===== config.mk =====
export PLATFORM = sky130hd
export DESIGN_NAME = mult_issue_flat
export DESIGN_NICKNAME = d
export VERILOG_FILES = /design/src/rtl/mult_issue_if.sv /design/src/rtl/mult_issue.sv /design/src/flat_wrapper.sv
export SDC_FILE = /design/constraint.sdc
export NUM_CORES = 1
export LEC_CHECK = 0
export CORE_MARGIN = 2
export CORE_UTILIZATION = 54
export CTS_BUF_LIST = sky130_fd_sc_hd__clkbuf_16
export DETAILED_ROUTE_END_ITERATION = 7
export PLACE_DENSITY_LB_ADDON = 0.25
export RECOVER_POWER = 25
export SLEW_MARGIN = 25
export SYNTH_ARGS = -nofsm -noshare
export SYNTH_HDL_FRONTEND = slang
export SYNTH_SLANG_ARGS = --single-unit

===== constraint.sdc =====
create_clock -name clk -period 3.1 [get_ports clk]
set_input_delay 0.31 -clock clk [delete_from_list [all_inputs] [get_ports clk]]
set_output_delay 0.31 -clock clk [all_outputs]
set_load 0.005 [all_outputs]

===== src/rtl/mult_issue_if.sv =====
// Stream and multiplier-side signals of mult_issue. The master side is the
// environment (producer, multiplier, consumer); the slave side is mult_issue.
interface mult_issue_if #(
  parameter int WIDTH = 16
);
  logic             in_valid;
  logic             in_ready;
  logic [WIDTH-1:0] in_a;
  logic [WIDTH-1:0] in_b;
  logic [WIDTH-1:0] mul_a;
  logic [WIDTH-1:0] mul_b;
  logic             mul_start;
  logic [WIDTH-1:0] mul_prod;
  logic             out_valid;
  logic             out_ready;
  logic [WIDTH-1:0] out_prod;
  logic             busy;

  modport master (
    output in_valid, in_a, in_b, mul_prod, out_ready,
    input  in_ready, mul_a, mul_b, mul_start, out_valid, out_prod, busy
  );
  modport slave (
    input  in_valid, in_a, in_b, mul_prod, out_ready,
    output in_ready, mul_a, mul_b, mul_start, out_valid, out_prod, busy
  );
endinterface


===== src/rtl/mult_issue.sv =====
// Operand FIFO + issue FSM wrapping the edge-triggered shift-add multiplier.
// Optional MULT_ISSUE_ZERO_BYPASS_EN: zero operands skip the multiplier.
module mult_issue #(
  parameter int WIDTH       = 16,
  parameter int DEPTH       = 4,
  parameter int WAIT_CYCLES = 2
) (
  input logic        clk,
  input logic        rst,
  mult_issue_if.slave io
);
  localparam int AW   = $clog2(DEPTH);
  localparam int CNTW = AW + 1;
  localparam int CW   = (WAIT_CYCLES > 1) ? $clog2(WAIT_CYCLES) : 1;
  localparam logic [CW-1:0]   WLOAD = CW'(WAIT_CYCLES - 1);
  localparam logic [CNTW-1:0] FULL  = CNTW'(DEPTH);

`ifdef MULT_ISSUE_ZERO_BYPASS_EN
  localparam bit ZERO_BYPASS = 1'b1;
`else
  localparam bit ZERO_BYPASS = 1'b0;
`endif

  typedef struct packed {
    logic [WIDTH-1:0] a;
    logic [WIDTH-1:0] b;
  } pair_t;

  typedef enum logic [2:0] {S_IDLE, S_SETUP, S_START, S_WAIT, S_OUT} state_t;

  state_t            state_q, state_d;
  pair_t             mem_q [DEPTH];
  pair_t             mem_d [DEPTH];
  logic [AW-1:0]     wptr_q, wptr_d, rptr_q, rptr_d;
  logic [CNTW-1:0]   count_q, count_d;
  logic [CW-1:0]     wcnt_q, wcnt_d;
  logic [WIDTH-1:0]  mul_a_q, mul_a_d, mul_b_q, mul_b_d;
  logic              mul_start_q, mul_start_d;
  logic [WIDTH-1:0]  out_prod_q, out_prod_d;
  logic              out_valid_q, out_valid_d;
  logic              in_ready, push, pop;
  pair_t             head;

  // in_ready looks only at the registered count, never at a same-cycle pop
  assign in_ready = (count_q != FULL);
  assign push     = io.in_valid && in_ready;
  assign head     = mem_q[rptr_q];

  always_comb begin
    state_d     = state_q;
    mem_d       = mem_q;
    wptr_d      = wptr_q;
    rptr_d      = rptr_q;
    count_d     = count_q;
    wcnt_d      = wcnt_q;
    mul_a_d     = mul_a_q;
    mul_b_d     = mul_b_q;
    mul_start_d = 1'b0;
    out_prod_d  = out_prod_q;
    out_valid_d = out_valid_q;
    pop         = 1'b0;

    if (push) begin
      mem_d[wptr_q] = '{a: io.in_a, b: io.in_b};
      wptr_d        = wptr_q + AW'(1);
    end

    case (state_q)
      S_IDLE: begin
        if (count_q != '0) begin
          pop    = 1'b1;
          rptr_d = rptr_q + AW'(1);
          if (ZERO_BYPASS && (head.a == '0 || head.b == '0)) begin
            out_prod_d  = '0;
            out_valid_d = 1'b1;
            state_d     = S_OUT;
          end else begin
            mul_a_d = head.a;
            mul_b_d = head.b;
            state_d = S_SETUP;
          end
        end
      end
      // start is registered, so raising it here makes it high during START
      S_SETUP: begin
        mul_start_d = 1'b1;
        state_d     = S_START;
      end
      S_START: begin
        wcnt_d  = WLOAD;
        state_d = S_WAIT;
      end
      S_WAIT: begin
        if (wcnt_q == '0) begin
          out_prod_d  = io.mul_prod;
          out_valid_d = 1'b1;
          state_d     = S_OUT;
        end else begin
          wcnt_d = wcnt_q - CW'(1);
        end
      end
      S_OUT: begin
        if (out_valid_q && io.out_ready) begin
          out_valid_d = 1'b0;
          state_d     = S_IDLE;
        end
      end
      default: state_d = S_IDLE;
    endcase

    if (push && !pop)      count_d = count_q + CNTW'(1);
    else if (!push && pop) count_d = count_q - CNTW'(1);
  end

  always_ff @(posedge clk) begin
    if (rst) begin
      state_q     <= S_IDLE;
      wptr_q      <= '0;
      rptr_q      <= '0;
      count_q     <= '0;
      wcnt_q      <= '0;
      mul_a_q     <= '0;
      mul_b_q     <= '0;
      mul_start_q <= 1'b0;
      out_prod_q  <= '0;
      out_valid_q <= 1'b0;
    end else begin
      state_q     <= state_d;
      wptr_q      <= wptr_d;
      rptr_q      <= rptr_d;
      count_q     <= count_d;
      wcnt_q      <= wcnt_d;
      mul_a_q     <= mul_a_d;
      mul_b_q     <= mul_b_d;
      mul_start_q <= mul_start_d;
      out_prod_q  <= out_prod_d;
      out_valid_q <= out_valid_d;
    end
  end

  // storage needs no reset: count/pointers gate every read
  always_ff @(posedge clk) begin
    mem_q <= mem_d;
  end

  assign io.in_ready  = in_ready;
  assign io.mul_a     = mul_a_q;
  assign io.mul_b     = mul_b_q;
  assign io.mul_start = mul_start_q;
  assign io.out_prod  = out_prod_q;
  assign io.out_valid = out_valid_q;
  assign io.busy      = (state_q != S_IDLE) || (count_q != '0);
endmodule


===== src/flat_wrapper.sv =====
// flat-port wrapper written by rule: the top's interface ports become plain ports
module mult_issue_flat 
#(
  parameter int WIDTH       = 16,
  parameter int DEPTH       = 4,
  parameter int WAIT_CYCLES = 2
)
  (clk, rst, io_in_valid, io_in_a, io_in_b, io_mul_prod, io_out_ready, io_in_ready, io_mul_a, io_mul_b, io_mul_start, io_out_valid, io_out_prod, io_busy);
  mult_issue_if #(.WIDTH(WIDTH)) io_i ();
  input logic clk;
  input logic rst;
  input wire logic [$bits(io_i.in_valid)-1:0] io_in_valid;
  input wire logic [$bits(io_i.in_a)-1:0] io_in_a;
  input wire logic [$bits(io_i.in_b)-1:0] io_in_b;
  input wire logic [$bits(io_i.mul_prod)-1:0] io_mul_prod;
  input wire logic [$bits(io_i.out_ready)-1:0] io_out_ready;
  output wire logic [$bits(io_i.in_ready)-1:0] io_in_ready;
  output wire logic [$bits(io_i.mul_a)-1:0] io_mul_a;
  output wire logic [$bits(io_i.mul_b)-1:0] io_mul_b;
  output wire logic [$bits(io_i.mul_start)-1:0] io_mul_start;
  output wire logic [$bits(io_i.out_valid)-1:0] io_out_valid;
  output wire logic [$bits(io_i.out_prod)-1:0] io_out_prod;
  output wire logic [$bits(io_i.busy)-1:0] io_busy;
  assign io_i.in_valid = io_in_valid;
  assign io_i.in_a = io_in_a;
  assign io_i.in_b = io_in_b;
  assign io_i.mul_prod = io_mul_prod;
  assign io_i.out_ready = io_out_ready;
  assign io_in_ready = io_i.in_ready;
  assign io_mul_a = io_i.mul_a;
  assign io_mul_b = io_i.mul_b;
  assign io_mul_start = io_i.mul_start;
  assign io_out_valid = io_i.out_valid;
  assign io_out_prod = io_i.out_prod;
  assign io_busy = io_i.busy;
  mult_issue #(.WIDTH(WIDTH), .DEPTH(DEPTH), .WAIT_CYCLES(WAIT_CYCLES)) u_core (.clk(clk), .rst(rst), .io(io_i));
endmodule

Word level (Yosys, flattened, before mapping)
Index checks and enable logic that the tools add are counted.
{ "totals": {"n_memories": 0, "regBits": 189, "romBits": 0, "latchBits": 0, "ram_bits": 0} }
{ "classes": {"bitwise": 3, "shift": 0, "n_addsub": 5, "order_cmp": 3, "reduce_logical": 18, "n_eq_ne": 8, "multipliers": 0, "div": 0, "n_mux": 20} }
{ "ops": {"columns": ["operator", "count"], "rows": [
  ["bitwise mux 128 bit", 1],
  ["2-to-1 mux 32 bit", 3],
  ["binary-select mux 32 bit (select 2 bit)", 1],
  ["demux 32 bit (select 2 bit)", 1],
  ["2-to-1 mux 3 bit", 5],
  ["one-hot mux 3 bit (5 select lines)", 1],
  ["== test 3 x 2 -> 1 bit (second input constant)", 2],
  ["greater-or-equal comparator 3 bit (second input constant)", 2],
  ["2-to-1 mux 1 bit", 6],
  ["inverter 2 -> 3 bit", 2],
  ["AND reduction 3 bit", 2],
  ["nonzero test 2 bit", 3],
  ["nonzero test 3 bit", 2],
  ["logical AND 1 bit", 5],
  ["adder 2 x 1 -> 2 bit (second input constant)", 2],
  ["inequality test 2 x 1 -> 1 bit (second input constant)", 2],
  ["one-hot mux 1 bit (2 select lines)", 2],
  ["AND reduction 2 bit", 2],
  ["adder 3 x 1 -> 3 bit (second input constant)", 1],
  ["== test 3 x 1 -> 1 bit (second input constant)", 1],
  ["== test 3 bit (second input constant)", 1],
  ["zero test 3 bit", 1],
  ["less-than comparator 3 x 1 -> 1 bit (second input constant)", 1],
  ["inequality test 3 bit (second input constant)", 1],
  ["other kinds (6)", 7]
]} }

Longest topological paths before layout
{ "depth": {"depth_word": 6, "depth_mapped": 10, "ltp_nobuf": 8} }

Worst setup path before layout
Ideal clock, no wire load.
{ "synth_timing": {"kind": "register to register", "start": "register u_core.count_q[0]", "end": "register u_core.count_q[2]", "required_ps": 3030, "slack_ps": 778, "t_arrival_ps": 2252, "path_stages_with_launch": 11, "cell_sequence": "dfxtp_1 -> or3_1 -> buf_2 -> clkbuf_1 -> nand2_1 -> ha_1 -> inv_1 -> fa_1 -> xor2_1 -> or3_1 -> a21oi_1"} }
{ "synth_via": {"elab_chain_len": 6, "word_cells_on_any_way": 14, "classes_between": "add/sub (2); eq/ne (1); mux (4); reduce/logical (7)"} }
{ "synth_lines": {"columns": ["element", "line", "source"], "rows": [
  ["start, declared", "mult_issue.sv:35", "logic [CNTW-1:0] count_q, count_d;"],
  ["start signal, assigned", "mult_issue.sv:131", "count_q <= count_d;"],
  ["parallel branches: the longest is 6 deep, another holds subtractor 3 x 1 -> 3 bit", null, null]
]} }
Parallel ways; which one is timed is not known. The select of a mux whose other input is x is not followed.
A chain may end at the register's enable or synchronous reset.

Worst setup path in the final report
{ "layout_timing": {"start": "register u_core.state_q[2]", "end": "output port io_busy"} }
{ "layout_via": {"elab_chain_len": 2} }
{ "layout_lines": {"columns": ["element", "line", "source"], "rows": [
  ["start, declared", "mult_issue.sv:31", "state_t state_q, state_d;"],
  ["start signal, assigned", "mult_issue.sv:128", "state_q <= state_d;"],
  ["nonzero test 3 bit", "mult_issue.sv:152", "assign io.busy = (state_q != S_IDLE) || (count_q != '0);"],
  ["logical OR 1 bit", "mult_issue.sv:152", null],
  ["end, declared", "flat_wrapper.sv:23", "output wire logic [$bits(io_i.busy)-1:0] io_busy;"]
]} }
Every way passes these cells.

==> results.py <==
metrics = {
    "cts": {
        "postCtsResizedCells": 0,
        "cts_buffers": 17,
        "cts_hold_repair.buffers": 0,
        "cts.sinks": 189,
        "cts_tree": "built",
        "cts_root_buffer": "clkbuf_16",
        "clock_latency_ps": 430,
        "htree_num_levels": 4,
        "postCtsSetupBuffers": 0,
        "clk_pin_slew_worst_paths_ps": 70,
        "clockBufferDepth": 2,
    },
    "timing": {
        "drv_slew": 0,
        "tightestPinTransition_ps": 938,
        "finalSetupViolCount": 0,
        "rsz0062_at_grt": "false",
        "fmax_mhz": 433,
        "finalCriticalPeriod_ps": 2310,
        "tns_ps": 0,
        "max-slew-margin-rel_pct": 37.5,
        "fin_crit_sh_pct": 74.4,
        "clock_skew_ps": 13.3,
        "hold_viol_final": 0,
    },
    "critical_path": {
        "worstPathMaxFanout": 34,
        "r2r-start": "u_core.count_q[0]$_SDFFE_PP0P_",
        "reg2reg_slack_ps": 950,
        "reg2regPathDepth": 8,
        "cp-startpoint": "u_core.state_q[2]$_SDFFE_PP0P_",
        "start_kind": "register",
        "r2r_end": "u_core.count_q[2]$_SDFFE_PP0P_",
        "worstSetupEndpointType": "primary output",
        "cp.required_ps": 2790,
        "critical_path_class": "register to primary output",
        "critical_path_arrival_ps": 2000,
    },
    "grt": {
        "antenna_found_initial": 1,
        "grt_start_max_net_pins": 45,
        "grt-ovfl-total": 0,
        "use_met1_pct": 27.2,
        "grt_pass1_wl_um": 23000,
        "grt_usage_pct": 21.7,
        "grt.busiest_layer": "met2",
        "use_met3_pct": 6.27,
        "grt_pass1_vias": 4326,
        "globalRouteMet2Util_pct": 36.6,
    },
    "drt": {
        "drt-total-wl_um": 14400,
        "via_per_inst": 5.60,
        "vias": 4171,
        "ant_nets": 0,
        "dr.pass1.iters": 5,
        "drc_errors": 0,
        "drtIter0Drc": 253,
        "avgRoutedWirePerCell_um": 19.3,
    },
    "placement": {
        "gp_congestion": 0.694,
        "io_buffers": 103,
        "hpwlAfterDp_um": 8410,
    },
    "worst_hold_path": {
        "min_to": "u_core.io.out_prod[4]$_SDFFE_PP0P_",
        "min_path_cells": 3,
        "hp-class": "input pin to register",
        "hold_start": "io_mul_prod[4]",
    },
    "power_and_ir_drop": {
        "irDropWorstVdd_v": 0.000654,
        "power_density_nw_per_um2": 868,
        "power_uw": 7670,
        "p_leak_uw": 0.00289,
    },
    "floorplan": {
        "rows": 41,
        "fp.dieW_um": 118,
        "die_h_um": 118,
        "ios": 104,
        "dieArea_um2": 14000,
        "start_util_pct": 55.7,
        "core_region_area_um2": 12700,
    },
    "synthesis": {
        "synth-seq-cells": 189,
        "ys_seq_area_share_pct": 71.8,
        "syn_area_um2": 7060,
        "synth_cells": 464,
        "syn_avg_cell_area_um2": 15.2,
        "yosysWarnings": 0,
        "synth_cell_type_count": 32,
        "syn-num-nets": 522,
    },
    "job": {
        "drv.max_cap_violation_count": 0,
    },
    "final_layout": {
        "drive_above_1_share_pct": 14.3,
        "layout_common_cells": "128 x edfxtp_1, 78 x clkdlybuf4s50_1, 59 x dfxtp_1",
        "fin_nets": 617,
        "syn2layout_area_growth_pct": 25.3,
        "final_common_cell": "edfxtp_1",
    },
    "status": {
        "status": "complete, no violations",
    },
}
## kinds of logic (layout without fill, tap and decap cells)
kind of cell | after synthesis | in the layout | share of synthesized area (%)
XOR/XNOR | 2 | 2 | 0.248
multiplexers | 34 | 34 | 10.5
other | 0 | 1 | 0
AND/OR/NAND/NOR | 100 | 100 | 6.99
buffers and inverters | 41 | 149 | 2.66
AO/OA/AOI/OAI | 92 | 92 | 6.63
adder cells (fa/ha/maj) | 6 | 6 | 1.17
flip-flops | 189 | 189 | 71.8
## registers in the layout, summed over array words and instances, names as in the netlist
name and flops:
u_core.count_q 3, u_core.io.mul_b 16, u_core.mem_q 128, u_core.io.mul_a 16, u_core.state_q 3, u_core.rptr_q 2
u_core.wptr_q 2, u_core.io.out_prod 16, u_core.io.out_valid 1, u_core.io.mul_start 1, u_core.wcnt_q 1
## metal layers
layer	wire length (µm)	vias up
li1	-	1952
met1	5880	2064
met2	7390	142
met3	931	13
met4	189	0
met5	0	-
## worst max path at each step
| stage | endpoint | slack, ps | cells past startpoint |
|---|---|---|---|
| floorplan | u_core.count_q[2]$_SDFFE_PP0P_ | 780 | 10 |
| global placement | u_core.count_q[2]$_SDFFE_PP0P_ | 770 | 9 |
| detailed placement | u_core.count_q[2]$_SDFFE_PP0P_ | 670 | 9 |
| CTS | io_busy | 750 | 4 |
| global route | io_busy | 620 | 4 |
| finish | io_busy | 790 | 4 |
## synthesized netlist by cell type, drive strengths merged
master	number	area [µm²]
a211oi	2	15.0
a21oi	53	265
and2b	1	7.51
and3	4	25.0
and4	1	8.76
and4bb	1	12.5
buf	16	93.8
clkbuf	20	75.1
dfxtp	61	1220
edfxtp	128	3840
fa	1	20.0
ha	5	62.6
inv	5	18.8
mux2	1	11.3
mux2i	1	10.0
mux4	32	721
nand2	37	139
nand3	36	180
nand4bb	1	11.3
nor2	8	30.0
nor2b	1	6.26
nor3	3	25.0
nor3b	1	7.51
nor4	1	6.26
nor4b	1	8.76
o21ai	36	180
o21bai	1	7.51
or3	4	25.0
xor2	2	17.5
## layout make-up
| cell class | count | area, µm² |
|---|---|---|
| Antenna cell | 1 | 2.50 |
| Clock buffer | 17 | 425 |
| Clock inverter | 15 | 169 |
| Fill cell | 866 | 3830 |
| Inverter | 5 | 18.8 |
| Multi-Input combinational cell | 234 | 1820 |
| Sequential cell | 189 | 5070 |
| Tap cell | 172 | 215 |
| Timing Repair Buffer | 112 | 1120 |
## per-stage QoR
| step | area (µm²) | utilization [%] | hold WS, ps | std cells | setup WS [ps] |
|---|---|---|---|---|---|
| after detailed placement | 8240 | 65.0 | 447 | 712 | 671 |
| after CTS | 8840 | 69.7 | 422 | 744 | 752 |
| final | 8840 | 69.8 | 435 | 745 | 792 |
| after global placement | 8240 | 65.0 | 440 | 712 | 771 |
| after floorplan | 7060 | - | 409 | 464 | 778 |
| after global routing | 8840 | 69.7 | 445 | 744 | 622 |
## where the power goes
part,internal [µW],switching (µW)
Combinational,1060,1100
Sequential,3080,270
Clock,1270,902
Total,5400,2270
## critical path, stage by stage, from the launching register on
cell and delay [ps]:
dfxtp_1 400, nor3_4 220, buf_4 410, nand2_1 90
clkdlybuf4s50_1 450
(Power assumes the default switching activity.)
